File: src/rtl/router_pkt_tx.sv
// Packet source for one router input port: buffers a host payload, then sends
// header, payload and XOR parity back-to-back under busy flow control.
module router_pkt_tx #(
    parameter int unsigned MAX_LEN  = 63,
    parameter int unsigned ERR_WAIT = 4
) (
    input  logic       clk,
    input  logic       resetn,
    input  logic       start,
    input  logic [1:0] dest,
    input  logic [5:0] len,
    input  logic [7:0] pay_data,
    input  logic       pay_valid,
    output logic       pay_ready,
    input  logic       busy,
    input  logic       err_in,
    output logic [7:0] data_out,
    output logic       pkt_valid,
    output logic       tx_idle,
    output logic       cfg_err,
    output logic       tx_done,
    output logic       tx_status
);

    localparam int unsigned WcntW = (ERR_WAIT > 1) ? $clog2(ERR_WAIT) : 1;
    localparam logic [WcntW-1:0] WcntInit = WcntW'(ERR_WAIT - 1);

    typedef enum logic [2:0] {
        StIdle,
        StLoad,
        StHeader,
        StPayload,
        StParity,
        StErrWait,
        StDone
    } state_e;

    state_e state_q, state_d;

    logic [7:0]       hdr_q, hdr_d;
    logic [7:0]       parity_q, parity_d;
    logic [5:0]       cnt_q, cnt_d;
    logic [5:0]       idx_q, idx_d;
    logic [WcntW-1:0] wcnt_q, wcnt_d;
    logic             err_sticky_q, err_sticky_d;
    logic             cfg_err_q, cfg_err_d;

    logic [7:0] buf_mem_q [MAX_LEN];

    logic [5:0] pkt_len;
    logic       start_bad;

    assign pkt_len = hdr_q[7:2];

    always_comb begin
        start_bad = (dest == 2'd3) || (len == 6'd0) || (32'(len) > MAX_LEN);
    end

    // State register
    always_ff @(posedge clk) begin
        if (!resetn) begin
            state_q <= StIdle;
        end else begin
            state_q <= state_d;
        end
    end

    // Next-state logic
    always_comb begin
        state_d = state_q;
        case (state_q)
            StIdle: begin
                if (start && !start_bad) begin
                    state_d = StLoad;
                end
            end
            StLoad: begin
                if (pay_valid && (cnt_q == pkt_len - 6'd1)) begin
                    state_d = StHeader;
                end
            end
            StHeader: begin
                if (!busy) begin
                    state_d = StPayload;
                end
            end
            StPayload: begin
                if (!busy && (idx_q == pkt_len - 6'd1)) begin
                    state_d = StParity;
                end
            end
            StParity: begin
                if (!busy) begin
                    state_d = StErrWait;
                end
            end
            StErrWait: begin
                if (wcnt_q == '0) begin
                    state_d = StDone;
                end
            end
            StDone: begin
                state_d = StIdle;
            end
            default: begin
                state_d = StIdle;
            end
        endcase
    end

    // Datapath next-state: header/parity capture, counters, error sampling
    always_comb begin
        hdr_d        = hdr_q;
        parity_d     = parity_q;
        cnt_d        = cnt_q;
        idx_d        = idx_q;
        wcnt_d       = wcnt_q;
        err_sticky_d = err_sticky_q;
        cfg_err_d    = 1'b0;
        case (state_q)
            StIdle: begin
                if (start) begin
                    if (start_bad) begin
                        cfg_err_d = 1'b1;
                    end else begin
                        hdr_d    = {len, dest};
                        parity_d = {len, dest};
                        cnt_d    = 6'd0;
                    end
                end
            end
            StLoad: begin
                if (pay_valid) begin
                    parity_d = parity_q ^ pay_data;
                    cnt_d    = cnt_q + 6'd1;
                end
            end
            StHeader: begin
                if (!busy) begin
                    idx_d = 6'd0;
                end
            end
            StPayload: begin
                if (!busy) begin
                    idx_d = idx_q + 6'd1;
                end
            end
            StParity: begin
                if (!busy) begin
                    wcnt_d = WcntInit;
                end
            end
            StErrWait: begin
                err_sticky_d = err_sticky_q | err_in;
                if (wcnt_q != '0) begin
                    wcnt_d = wcnt_q - 1'b1;
                end
            end
            StDone: begin
                err_sticky_d = 1'b0;
            end
            default: begin
                cfg_err_d = 1'b0;
            end
        endcase
    end

    always_ff @(posedge clk) begin
        if (!resetn) begin
            hdr_q        <= 8'h00;
            parity_q     <= 8'h00;
            cnt_q        <= 6'd0;
            idx_q        <= 6'd0;
            wcnt_q       <= '0;
            err_sticky_q <= 1'b0;
            cfg_err_q    <= 1'b0;
        end else begin
            hdr_q        <= hdr_d;
            parity_q     <= parity_d;
            cnt_q        <= cnt_d;
            idx_q        <= idx_d;
            wcnt_q       <= wcnt_d;
            err_sticky_q <= err_sticky_d;
            cfg_err_q    <= cfg_err_d;
        end
    end

    // Payload buffer carries no reset; its contents are only read after a full load
    always_ff @(posedge clk) begin
        if ((state_q == StLoad) && pay_valid) begin
            buf_mem_q[cnt_q] <= pay_data;
        end
    end

    // Outputs decoded from registered state only
    always_comb begin
        data_out  = 8'h00;
        pkt_valid = 1'b0;
        pay_ready = 1'b0;
        tx_idle   = 1'b0;
        tx_done   = 1'b0;
        tx_status = 1'b0;
        case (state_q)
            StIdle: begin
                tx_idle = 1'b1;
            end
            StLoad: begin
                pay_ready = 1'b1;
            end
            StHeader: begin
                data_out  = hdr_q;
                pkt_valid = 1'b1;
            end
            StPayload: begin
                data_out  = buf_mem_q[idx_q];
                pkt_valid = 1'b1;
            end
            StParity: begin
                data_out = parity_q;
            end
            StDone: begin
                tx_done   = 1'b1;
                tx_status = err_sticky_q;
            end
            default: begin
                data_out = 8'h00;
            end
        endcase
    end

    assign cfg_err = cfg_err_q;

endmodule

File: config.mk
export PLATFORM = sky130hd
export DESIGN_NAME = router_pkt_tx
export DESIGN_NICKNAME = d
export VERILOG_FILES = /design/src/rtl/router_pkt_tx.sv
export SDC_FILE = /design/constraint.sdc
export NUM_CORES = 1
export LEC_CHECK = 0
export CAP_MARGIN = 20
export CORE_ASPECT_RATIO = 1.5
export CORE_MARGIN = 2
export CORE_UTILIZATION = 40
export CTS_CLUSTER_SIZE = 40
export DETAILED_ROUTE_END_ITERATION = 12
export HOLD_SLACK_MARGIN = 0.05
export SLEW_MARGIN = 20
export SYNTH_ARGS = -nofsm -noshare
export SYNTH_HDL_FRONTEND = slang
export SYNTH_SLANG_ARGS = --single-unit
File: constraint.sdc
create_clock -name clk -period 2.54 [get_ports clk]
set_input_delay 0.381 -clock clk [delete_from_list [all_inputs] [get_ports clk]]
set_output_delay 0.381 -clock clk [all_outputs]
set_load 0.03 [all_outputs]
==> flow_metrics.tcl <==
set metrics [dict create \
    outcome "finished with violations" \
    violations "setup timing" \
    rows 105 \
    synthTopCellsByArea "edfxtp_1, mux4_2, dfxtp_1" \
    ctsHoldBuffers 0 \
    yosys.area.top_type "edfxtp_1" \
    yosysWarnings 0 \
    power_density_mw_per_mm2 658.7 \
    grt_usage_pct 19.89 \
    final.min_clock_period_ns 3.393 \
    postLayoutCoreUtil_pct 48.82 \
    wirelength_um 55790 \
    worstHoldPathCells 1 \
    tightest_slew_ns 0.7213 \
    synthTopCellsByCount "edfxtp_1, mux4_2, nor2_1" \
    ant_nets 0 \
    rrSetupSlack_ns 0.07 \
    grt_pass1_vias 12335 \
    die_w_um 195.3 \
    finalHoldViolations 0 \
    place_area_mm2 0.02435 \
    portBuffers 35 \
    areaGrowthSynthToFinish_pct 21.25 \
    synthesis.area_mm2 0.02195 \
    core_area_mm2 0.05452 \
    postSynthCellCount 1188 \
    vdd_drop_max_v 0.0004458 \
    first_pass_iters 6 \
    clk_pin_slew_worst_paths_ns 0.07 \
    synth_cell_type_count 59 \
    cts_tree "built" \
    min-delay-start "pay_data[5]" \
    synth-edff-count 504 \
    drive_gt1_share_pct 34.22 \
    cts_max_level 2 \
    cp.required_ns 2.16 \
    r2r-end "buf_mem_q[5][0]" \
    syn_area_per_cell_um2 18.48 \
    cp_data_arrival_time_ns 3.01 \
    wl_per_cell_um 25.77 \
    min_period_over_period_pct 133.6 \
    ys_ff_latch 545 \
    die_area_mm2 0.05681 \
    place_hpwl_um 38210 \
    drv_slew 0 \
    synth_nets 1214 \
    vias 11924 \
    timing.setup.tns_ns -6.216 \
    hp-class "in2reg" \
    design_area_mm2 0.02662 \
    cts_root_buffer "clkbuf_16" \
    start_util_pct 40.26 \
    clkLatencyLatePin_ns 0.56 \
    finalSetupViolCount 8 \
    maxCapViolCount 0 \
    clkSinkCount 545 \
    min_to "buf_mem_q[32][5]" \
    clock_path_buffers 3 \
    cts_buffers 48 \
    drc 0 \
    grt_pass1_wl_um 82450 \
    layout_setup_ws_ns -0.8526 \
    p_total_w 0.01753 \
    path_class "reg2out" \
    place_inst 2042 \
    antenna_found_initial 0 \
    overflow 0 \
    fin_nets 1461 \
    regToRegStartpoint "state_q[0]" \
    clock_skew_ns 0.01684 \
    rsz0062_at_grt "true" \
    gp_congestion 0.8625 \
    num_antenna_cells 0 \
    synthArstFlopShare_pct 0 \
    drt-initial-drc-count 858 \
    vias_per_cell 5.508 \
    fillers 4491 \
    max_freq_mhz 294.8 \
    synth-main-ff-cell "edfxtp_1" \
    synth_top_area_share_pct 68.94 \
    critPathMaxFanout 6 \
    die_h_um 290.9 \
    endpoint_kind "output pin" \
    slew_headroom_pct 51.91 \
    synth_most_common_cell "edfxtp_1" \
    leakagePower_nw 8.659 \
    cp-start-kind "flip-flop" \
    reg2regPathDepth 9 \
    stdcell_count 2165 \
    seq_area_frac_synth_pct 72.68 \
    grt_max_degree 64 \
    io-pin-count 36 \
]
[through the flow]
stage / setup slack [ns] / hold WS, ns
finish: -0.8526 / 0.1902
global route: -0.8941 / 0.1820
CTS: -0.9179 / 0.1777
detailed placement: -0.4046 / 0.5109
global placement: -0.4560 / 0.4966
floorplan: -0.03150 / 0.4662
[worst max-delay path by stage]
stage,startpoint,to,cells past startpoint
global route,flip-flop,data_out[0],8
detailed placement,flip-flop,data_out[2],8
finish,flip-flop,data_out[4],6
global placement,flip-flop,data_out[2],8
CTS,flip-flop,data_out[7],6
floorplan,state_q[0],buf_mem_q[30][0],8
[layer usage]
metal  GRT usage [%]  share of wire [%]  vias up
met5               0                  0        -
met4           7.578                3.8        0
met3           2.514                5.1       82
met2           35.48                 52      345
met1           24.67                 39     6217
li1                -                  -     5280
[logic make-up (layout without fill, tap and decap cells)]
logic type,after synthesis,in the layout,synth area share (%)
multiplexers,167,167,14.59
AND/OR/NAND/NOR,233,233,5.232
flip-flops,545,545,72.68
AO/OA/AOI/OAI,138,138,4.434
adder cells (fa/ha/maj),4,4,0.2280
XOR/XNOR,23,23,1.043
buffers and inverters,78,360,1.790
[layout make-up]
type / count / area (um^2) / area share (%)
clock buffer: 61 / 1314 / 4.936
clock inverter: 24 / 212.7 / 0.7991
inverter: 13 / 48.80 / 0.1833
multi-input combinational: 565 / 5829 / 21.90
sequential: 545 / 15960 / 59.98
tap: 695 / 869.6 / 3.267
timing repair buffer: 262 / 2379 / 8.936
[what timing repair did]
action | in CTS | in global routing
endpoints found under the setup margin | 11 | 14
gates cloned | 3 | 1
setup buffers | 23 | 13
resized for setup | 64 | 21
pin swaps | 26 | 14
[worst max-delay path, cell delays in order, from the launching register on]
cell and delay (ns):
dfxtp_4 0.42, clkbuf_16 0.18, mux4_2 0.49, mux4_2 0.51
o211ai_1 0.43, o2111ai_2 0.21, buf_6 0.19
[cell usage in the layout, fill, tap and decap left out, types with 14 or more instances in the layout]
cell type,synthesis,layout
a21oi_1,25,21
buf_12,0,19
buf_4,7,196
buf_6,7,15
clkbuf_16,0,52
clkdlybuf4s50_1,0,14
dfxtp_1,41,38
edfxtp_1,504,504
mux2_2,14,14
mux2i_1,32,30
mux4_2,121,121
nand2_1,48,47
nand3_1,21,19
nor2_1,85,82
nor2b_1,20,18
o21ai_0,22,19
[flip-flops by register name, summed over array words and instances, names as in the netlist, named ones only]
name / count
parity_q: 8
wcnt_q: 2
cnt_q: 6
cfg_err: 1
state_q: 3
buf_mem_q: 504
idx_q: 6
hdr_q: 8
err_sticky_q: 1
[power by group]
part / total, W / internal, W / switching, W
Clock: 0.00719 / 0.00405 / 0.00313
Combinational: 0.000503 / 0.000173 / 0.000330
Sequential: 0.00984 / 0.00981 / 0.0000284
Total: 0.0175 / 0.0140 / 0.00349
No activity file was read; power rests on OpenSTA's default activity.
